`src/rtl/sevens_pkg.sv`:
```
// Shared definitions for the seven-segment display path.
// Used by the encoders and by seven_segment_scanner / pwm_dimmer.
//   seg_t      : active-low cathode pattern {dp,g,f,e,d,c,b,a}
//   SEG_BLANK  : all segments off
//   SEG_DP     : bit position of the decimal point
package sevens_pkg;
    typedef logic [7:0] seg_t;
    localparam seg_t SEG_BLANK = 8'hFF;
    localparam int SEG_DP = 7;
endpackage

```
`src/rtl/pwm_dimmer.sv`:
```
// 4-bit PWM counter used for 16-level brightness.
// Ports:
//   clk, reset  : clock, asynchronous active-high reset
//   restart     : forces the counter to 0 in this cycle (first active slot cycle)
//   brightness  : 0 = 1/16 duty .. 15 = always on, sampled live
//   lit         : high when the current PWM value is <= brightness
module pwm_dimmer
    import sevens_pkg::*;
(
    input  logic       clk,
    input  logic       reset,
    input  logic       restart,
    input  logic [3:0] brightness,
    output logic       lit
);

    logic [3:0] pwm_q;
    logic [3:0] pwm_cur;

    // The restart cycle itself must see a count of 0, so the value used this
    // cycle is muxed rather than waiting for the register to clear.
    assign pwm_cur = restart ? 4'd0 : pwm_q;
    assign lit     = (pwm_cur <= brightness);

    always_ff @(posedge clk or posedge reset) begin
        if (reset) begin
            pwm_q <= 4'd0;
        end else begin
            pwm_q <= pwm_cur + 4'd1;  // natural wrap at 16
        end
    end

endmodule

```
`src/rtl/seven_segment_scanner.sv`:
```
// Time-multiplexed driver for a common-anode multi-digit display.
// Ports:
//   clk, reset    : clock, asynchronous active-high reset
//   segments_in   : active-low cathode pattern per digit, index 0 = rightmost
//   blink_mask    : 1 = digit blinks
//   brightness    : 0 = 1/16 duty .. 15 = full on (live)
//   an            : active-low anode enables, registered
//   ca            : active-low cathodes {dp,g..a}, registered
//   frame_strobe  : one-cycle pulse on the last cycle of each frame
// Each digit slot starts with BLANK_CYCLES dark cycles (anti-ghosting), then
// shows the digit PWM-dimmed. Inputs are captured once per frame, on the
// frame_strobe cycle, so a frame never mixes old and new data.
module seven_segment_scanner
    import sevens_pkg::*;
#(
    parameter int DIGITS       = 8,
    parameter int REFRESH_DIV  = 12500,
    parameter int BLANK_CYCLES = 100,
    parameter int BLINK_FRAMES = 250
) (
    input  logic                   clk,
    input  logic                   reset,
    input  seg_t [DIGITS-1:0]      segments_in,
    input  logic [DIGITS-1:0]      blink_mask,
    input  logic [3:0]             brightness,
    output logic [DIGITS-1:0]      an,
    output seg_t                   ca,
    output logic                   frame_strobe
);

    localparam int SLOT_W  = (REFRESH_DIV > 1) ? $clog2(REFRESH_DIV) : 1;
    localparam int DIG_W   = (DIGITS > 1) ? $clog2(DIGITS) : 1;
    localparam int FRAME_W = (BLINK_FRAMES > 1) ? $clog2(BLINK_FRAMES) : 1;

    logic [SLOT_W-1:0]  slot_cnt;
    logic [DIG_W-1:0]   digit_idx;
    logic [FRAME_W-1:0] frame_cnt;
    logic               blink_phase;
    seg_t [DIGITS-1:0]  seg_snap;
    logic [DIGITS-1:0]  blink_snap;

    logic slot_last;
    logic frame_last;
    logic active;
    logic restart;
    logic pwm_lit;
    logic digit_on;

    assign slot_last  = (slot_cnt == SLOT_W'(REFRESH_DIV - 1));
    assign frame_last = slot_last && (digit_idx == DIG_W'(DIGITS - 1));
    assign active     = (slot_cnt >= SLOT_W'(BLANK_CYCLES));
    assign restart    = (slot_cnt == SLOT_W'(BLANK_CYCLES));

    // Strobe is decoded from the counters so it coincides with the capture edge.
    assign frame_strobe = frame_last;

    pwm_dimmer u_pwm (
        .clk        (clk),
        .reset      (reset),
        .restart    (restart),
        .brightness (brightness),
        .lit        (pwm_lit)
    );

    assign digit_on = active && pwm_lit && !(blink_phase && blink_snap[digit_idx]);

    // Slot / digit / frame counters, blink phase and snapshot.
    always_ff @(posedge clk or posedge reset) begin
        if (reset) begin
            slot_cnt    <= '0;
            digit_idx   <= '0;
            frame_cnt   <= '0;
            blink_phase <= 1'b0;
            seg_snap    <= {DIGITS{SEG_BLANK}};
            blink_snap  <= '0;
        end else begin
            if (slot_last) begin
                slot_cnt <= '0;
                if (digit_idx == DIG_W'(DIGITS - 1)) begin
                    digit_idx <= '0;
                end else begin
                    digit_idx <= digit_idx + DIG_W'(1);
                end
            end else begin
                slot_cnt <= slot_cnt + SLOT_W'(1);
            end

            // Snapshot and blink toggle may both land on the same edge; both
            // become visible together at the start of the next frame.
            if (frame_last) begin
                seg_snap   <= segments_in;
                blink_snap <= blink_mask;
                if (frame_cnt == FRAME_W'(BLINK_FRAMES - 1)) begin
                    frame_cnt   <= '0;
                    blink_phase <= ~blink_phase;
                end else begin
                    frame_cnt <= frame_cnt + FRAME_W'(1);
                end
            end
        end
    end

    // Output register: one cycle behind the counters; a single anode at most.
    always_ff @(posedge clk or posedge reset) begin
        if (reset) begin
            an <= '1;
            ca <= SEG_BLANK;
        end else if (digit_on) begin
            an <= ~(DIGITS'(1) << digit_idx);
            ca <= seg_snap[digit_idx];
        end else begin
            an <= '1;
            ca <= SEG_BLANK;
        end
    end

endmodule

```
`config.mk`:
```
export PLATFORM = sky130hd
export DESIGN_NAME = seven_segment_scanner
export DESIGN_NICKNAME = d
export VERILOG_FILES = /design/src/rtl/sevens_pkg.sv /design/src/rtl/pwm_dimmer.sv /design/src/rtl/seven_segment_scanner.sv
export SDC_FILE = /design/constraint.sdc
export NUM_CORES = 1
export LEC_CHECK = 0
export BUFFER_PORTS_ARGS = -buffer_cell sky130_fd_sc_hd__buf_2
export CAP_MARGIN = 20
export CELL_PAD_IN_SITES_DETAIL_PLACEMENT = 1
export CELL_PAD_IN_SITES_GLOBAL_PLACEMENT = 1
export CORE_UTILIZATION = 43
export CTS_CLUSTER_SIZE = 25
export DETAILED_ROUTE_END_ITERATION = 8
export PLACE_DENSITY_LB_ADDON = 0.1
export SLEW_MARGIN = 30
export SYNTH_ARGS = -nofsm -noshare
export SYNTH_HDL_FRONTEND = slang
export SYNTH_SLANG_ARGS = --single-unit
```
`constraint.sdc`:
```
create_clock -name clk -period 4.2 [get_ports clk]
set_clock_uncertainty 0.2 [all_clocks]
set_input_delay 0.63 -clock clk [delete_from_list [all_inputs] [get_ports clk]]
set_output_delay 0.63 -clock clk [all_outputs]
set_load 0.02 [all_outputs]
```
==> impl_results.md, run 1 <==
* Reg power frac at 42.2%
* DRC violations left at 0
* Initial DRC Count at 225
* Dpl cells at 801
* Final hold viol count at 0
* Worst skew pair latency at 0.42 ns
* GP Congestion at 0.776
* Clk slew on worst S/H paths at 0.05 ns
* Port-buffer cells at 94
* Post CTS Setup Buffer Count at 0
* Count of flip-flops with a built-in enable after synthesis at 0
* Internal power at 2.17 mW
* DR WL/cell at 16.3 um
* F_max at 264 MHz
* Vias post-DR at 4156
* Comb power frac at 2.5%
* Sw power at 541 uW
* Bufs and invs on worst path at 1
* Max Buffers Root-to-Sink at 2
* Worst min-delay path category: input pin to async pin
* Row count at 41
* PostCTS Resize Cnt at 0
* Max-slew violations at 0
* Clk network pwr share at 55.4%
* Endpoint type of the worst setup path: flop
* Post-synth top area cell: dfstp_2
* Worst-margin pin slew at 0.868 ns
* TritonCTS buffer count at 17
* Synthesized area per cell at 9.96 um^2
* Critical R2R Capture: ca[2]$_DFF_PP1_
* Min Tclk post-route at 3.80 ns
* GRT Util Overall at 22.9%
* R2R Setup Slk at 0.40 ns
* Worst slew margin at 41.7%
* H-tree depth at 4
* GR Util met1 at 27.0%
* DIE AREA at 13300 um^2
* Setup crit end: ca[2]$_DFF_PP1_
* Yosys reg bits at 118
* Delay-heaviest family, CP: simple AND/OR/NAND/NOR gates
* Worst r2r src: slot_cnt[0]$_DFF_PP0_
* Crit-path cells: inv_1 > ha_1 > or4bb_1 > or4_1 > and2_1 > ha_1 > nor2b_1 > o21ai_0 > o211ai_1 > o22ai_2 > o21ai_0
* Via density at 4.99
* GR Layer Usage met3 at 7.64%
* Net count after synthesis at 646
* Setup crit start: slot_cnt[0]$_DFF_PP0_
* Antenna viol nets, final at 0
* Initial Util at 43.9%
* Die Wd at 115 um
* Power per cell area at 401 nW/um^2
* VDD IR max at 0.300 mV
* Sequential area share after synthesis at 55.3%
* Outcome: finished clean
* Die Ht at 115 um
* Drt first pass iters at 4
* Share of cells above drive strength 1 at 35.9%
* Yosys Warn Count at 0
* CTS tree: built
* GRT overflow at 0
* RSZ-0062 raised after global routing: no
* I/O pin count at 95
* Antenna diodes at 0
* CP max-delay cell: o22ai_2
* CP arrival at 3.90 ns
* Yosys top cell area share at 38.1%
* Top cells by area, synth: dfstp_2 38%, dfrtp_1 17%, nand2_1 16%, mux4_2 7.3%, ha_1 3.2%
* Levels on crit path at 11
* Max_cap viols at 0
* Cell count after synthesis at 554
* Core area at 12600 um^2
* Layout Nets at 740
* Post-Syn Area at 5520 um^2
* Vias in the first global route at 4439
* GRT busiest layer: met2
* Post-DP HPWL at 9260 um
* Setup-failing EPs final at 0
* Sw Share at 20.0%
* Clock sink total at 118
* Global-route wire length before repair at 22500 um
* Pleak at 3.07 nW
* Setup TNS at 0 ns
* Data required, critical path at 4.30 ns
* Largest net degree at the start of global routing at 73
* Tot Pwr at 2.71 mW
* Final Cycle Share at 90.4%
* Worst reg-to-reg path cell count at 11
* Startpoint types: flop
* Final Non-Filler Cells at 833
* Synth unique cells at 42
* Kind of critical path: flop to flop
* Clock Root Buffer: clkbuf_16
* Syn-to-layout area delta at 22.3%
* Initial antenna violation count at 0
* Crit-path max cell delay at 0.59 ns
* WL final at 13600 um
* Hold-fix buffers at CTS at 0
* Ys async rst share at 100%
* Max FO, Critical Path at 16
* Met2 GRT Util at 39.6%
* Ys flop type: dfstp_2
## worst min-delay path by stage
| stage | to | from | slack (ns) |
|---|---|---|---|
| final | blink_snap[1]$_DFFE_PP0P_ | reset | 0.15 |
| after floorplan | seg_snap[16]$_DFFE_PP1P_ | seg_snap[16]$_DFFE_PP1P_ | 0.23 |
| after global routing | seg_snap[43]$_DFFE_PP1P_ | segments_in[43] | 0.18 |
| after detailed placement | seg_snap[10]$_DFFE_PP1P_ | seg_snap[10]$_DFFE_PP1P_ | 0.24 |
| after CTS | blink_snap[1]$_DFFE_PP0P_ | reset | 0.17 |
| after global placement | seg_snap[40]$_DFFE_PP1P_ | seg_snap[40]$_DFFE_PP1P_ | 0.24 |
## cell type report
cell class | count | area [um^2]
clock buffers | 27 | 577
clock inverters | 5 | 52.6
fillers | 1442 | 5820
inverters | 14 | 55.1
multi-input cells | 395 | 2270
flip-flops and latches | 118 | 3050
well taps | 172 | 215
repair buffers | 102 | 531
## routing by layer
layer	share of wire [%]	wire, um
met1	42	5700
met5	0	0
met3	5.0	680
met2	52	7040
met4	1.1	143
## synthesized netlist by cell type (3+ instances only)
cell type,count
nand2_1,231
o21ai_1,3
buf_6,4
xor2_1,3
nor3_1,5
ha_1,14
nor2_1,31
clkbuf_1,12
buf_2,9
and3_1,4
inv_1,14
dfstp_2,80
mux4_2,18
nor2b_1,3
and2_1,6
o21ai_0,15
nand4_1,3
or3_1,4
nand3_1,17
xnor2_1,13
dfrtp_1,38
## cells by family (layout without fill, tap and decap cells)
kind of cell,count (synthesis),after routing,share of synthesized area [%]
buf+inv,41,148,3.60
fa+ha+maj,14,14,3.17
mux,19,19,7.52
xor+xnor,16,16,2.54
flops,118,118,55.3
compound gates,30,30,3.69
simple gates,316,316,24.2
## placed cells by master, fill, tap and decap left out, types with 2 or more instances in the layout
cell	count
nand2_1	231
buf_2	94
dfstp_2	80
dfrtp_1	38
nor2_1	31
clkbuf_16	20
mux4_2	18
nand3_1	17
o21ai_0	15
ha_1	14
inv_1	13
xnor2_1	13
buf_4	8
nor3_1	5
and2_1	5
clkbuf_8	5
and3_1	4
or3_1	4
nand4_1	3
o21ai_1	3
xor2_1	3
nor2b_1	3
clkinv_2	3
nor4b_1	2
or4bb_1	2
a21o_1	2
a31oi_1	2
o31ai_1	2
or4_1	2
clkbuf_1	2
## flip-flops by register name, indices dropped and copies added, names as in the netlist
| register | count |
|---|---|
| slot_cnt | 14 |
| ca | 8 |
| blink_snap | 8 |
| an | 8 |
| blink_phase | 1 |
| u_pwm.pwm_q | 4 |
| frame_cnt | 8 |
| digit_idx | 3 |
| seg_snap | 64 |
## through the flow
step	instance area [um^2]	setup slack [ns]	util [%]	hold slack, ns
2_1_floorplan	5520	0.373	-	0.232
3_3_place_gp	6120	0.642	48.7	0.240
3_5_place_dp	6120	0.431	48.7	0.244
4_1_cts	6750	0.389	53.7	0.172
5_1_grt	6750	0.182	53.7	0.181
6_report	6750	0.405	53.7	0.152
## power groups by stage
stage,Combinational (mW),Sequential (mW),Clock [mW]
2_1_floorplan,0.0201,1.16,0
3_3_place_gp,0.0675,1.16,0
3_5_place_dp,0.0690,1.16,0
4_1_cts,0.0692,1.14,1.54
5_1_grt,0.0760,1.14,1.59
6_report,0.0664,1.14,1.50
No activity file was read; power rests on OpenSTA's default activity.
==> run 2: changes to the inputs <==
Settings changed: REMOVE_ABC_BUFFERS from default to 1.
==> run 2 against run 1 <==
Net effect: critical path depth rose by 1; critical path type unchanged; hold slack got worse by 0.013 ns; clock power barely moved; die area did not move; wire length fell by 0.64%; critical endpoint is now ca[7]$_DFF_PP1_; combinational power rose by 0.9%; largest cell class unchanged; final area barely moved; sequential share of layout area barely moved; final cell count did not move; flip-flop and latch count did not move.
==> impl_results.md, run 2 (synthesis gave the netlist of run 1 again) <==
* Global-route wire length before repair at 22600 um (+0.52%)
* Port-buffer cells at 94 (unchanged)
* WHS at 0.139 ns (-0.0134 ns)
* H-tree depth at 4 (unchanged)
* Power per cell area at 397 nW/um^2 (-1.1%)
* Worst slack, placed at 0.734 ns (+0.303 ns)
* Post CTS Setup Buffer Count at 0 (unchanged)
* Dpl cell area at 6140 um^2 (+0.25%)
* Post-route cell area at 6760 um^2 (about the same)
* Outcome: finished clean
* Kind of critical path: flop to flop
* TritonCTS buffer count at 17 (unchanged)
* Max_cap viols at 0 (unchanged)
* Hold-fix buffers at CTS at 0 (unchanged)
* Endpoint type of the worst setup path: flop
* Initial DRC Count at 223 (-0.89%)
* CP arrival at 3.64 ns (-0.26 ns)
* Clk slew on worst S/H paths at 0.05 ns (about the same)
* Worst slew margin at 41.9% (+0.21 points)
* Internal power at 2.15 mW (-0.90%)
* Worst-margin pin slew at 0.865 ns (-0.00311 ns)
* Die Ht at 115 um (unchanged)
* Worst skew pair latency at 0.41 ns (about the same)
* Biggest register: seg_snap
* I/O pin count at 95 (unchanged)
* GRT Util Overall at 22.7% (-0.26 points)
* Share of cells above drive strength 1 at 36.0% (+0.15 points)
* Most frequent cells in the layout: 231 x nand2_1, 94 x buf_2, 80 x dfstp_2, 38 x dfrtp_1, 31 x nor2_1
* Initial Util at 43.9% (unchanged)
* Initial antenna violation count at 0 (unchanged)
* Startpoint types: flop
* Clk network pwr share at 54.9% (-0.5 points)
* Reg power frac at 42.6% (+0.4 points)
* RSZ-0062 raised after global routing: no
* Sw Share at 19.9% (-0.12 points)
* Antenna diodes at 0 (unchanged)
* Syn-to-layout area delta at 22.4% (about the same)
* DR WL/cell at 16.2 um (-0.64%)
* Final Cycle Share at 83.8% (-6.6 points)
* Core area at 12600 um^2 (unchanged)
* GRT overflow at 0 (unchanged)
* Pleak at 3.07 nW (+0.15%)
* Max-slew violations at 0 (unchanged)
* Clock sink total at 118 (unchanged)
* Row count at 41 (unchanged)
* Final hold viol count at 0 (unchanged)
* PostCTS Resize Cnt at 0 (unchanged)
* Vias in the first global route at 4586 (+3.3%)
* Final Non-Filler Cells at 833 (unchanged)
* Vias post-DR at 4155 (-0.024%)
* GP Congestion at 0.815 (+4.9%)
* Largest register FFs at 64 (unchanged)
* DIE AREA at 13300 um^2 (unchanged)
* Setup TNS at 0 ns (unchanged)
* Max FO, Critical Path at 16 (unchanged)
* Slack of the critical path at 0.681 ns (+0.276 ns)
* Tot Pwr at 2.68 mW (-1.1%)
* Top flop regs: seg_snap x64, slot_cnt x14
* FILL cells at 1441 (-0.069%)
* DRC violations left at 0 (unchanged)
* CTS tree: built
* Fin util at 53.8% (about the same)
* Layout Nets at 740 (unchanged)
* Antenna viol nets, final at 0 (unchanged)
* Largest net degree at the start of global routing at 84 (+15%)
* Max Buffers Root-to-Sink at 2 (unchanged)
* F_max at 284 MHz (+7.8%)
* Comb power frac at 2.5% (about the same)
* Die Wd at 115 um (unchanged)
* Clock Root Buffer: clkbuf_16
* Most common cell after layout, fill and taps aside: nand2_1
* Drt first pass iters at 4 (unchanged)
* Setup-failing EPs final at 0 (unchanged)
* Dpl cells at 801 (unchanged)
* Sw power at 532 uW (-1.7%)
* VDD IR max at 0.244 mV (-19%)
* WL final at 13500 um (-0.64%)
* Post-DP HPWL at 8930 um (-3.5%)
* Via density at 4.99 (about the same)
* Worst min-delay path category: input pin to async pin
* Data required, critical path at 4.32 ns (+0.02 ns)
* Min Tclk post-route at 3.52 ns (-0.276 ns)
==> run 2: worst paths after layout <==
| check | startpoint | endpoint | slack [ns] | depth (start not counted) |
|---|---|---|---|---|
| min | reset | frame_cnt[0]$_DFFE_PP0P_ | 0.14 | 2 |
| max | slot_cnt[0]$_DFF_PP0_ | ca[7]$_DFF_PP1_ | 0.68 | 12 |
| max in group asynchronous | reset | ca[7]$_DFF_PP1_ | 2.83 | 3 |
| min in group clk | segments_in[17] | seg_snap[17]$_DFFE_PP1P_ | 0.21 | 3 |
| min reg2reg | seg_snap[23]$_DFFE_PP1P_ | seg_snap[23]$_DFFE_PP1P_ | 0.25 | 2 |
| max reg2reg | slot_cnt[0]$_DFF_PP0_ | ca[7]$_DFF_PP1_ | 0.68 | 12 |
==> run 2: area by class of cell <==
type | count | area [um^2] | area share [%]
clock inverter | 6 | 56.3 | 0.833
inverter | 14 | 57.6 | 0.852
sequential | 118 | 3050 | 45.2
multi-input combinational | 395 | 2270 | 33.6
timing repair buffer | 102 | 543 | 8.04
clock buffer | 26 | 562 | 8.31
tap | 172 | 215 | 3.19
==> run 2: layer usage <==
metal,global-route usage [%],vias to the layer above,routed length (um)
met5,0,-,0
met4,7.19,0,178
met3,6.43,18,481
met2,39.0,73,6930
met1,27.5,2072,5890
li1,-,1992,-
==> run 2: power by group through the flow <==
stage,Clock (mW),Combinational (mW),Sequential (mW)
after floorplan,0,0.0201,1.16
after global placement,0,0.0658,1.16
after detailed placement,0,0.0684,1.16
after CTS,1.50,0.0692,1.14
after global routing,1.55,0.0755,1.14
final,1.47,0.0670,1.14
==> run 2: worst max-delay path: stages, from the launching register on <==
cell and delay [ns]:
dfrtp_1 0.41, inv_1 0.09, ha_1 0.15, or4bb_1 0.56, or4_1 0.49, and2_1 0.22
ha_1 0.29, nor2b_1 0.15, o21ai_0 0.19, o211ai_1 0.13, o22ai_2 0.18, buf_4 0.25
o21ai_0 0.13
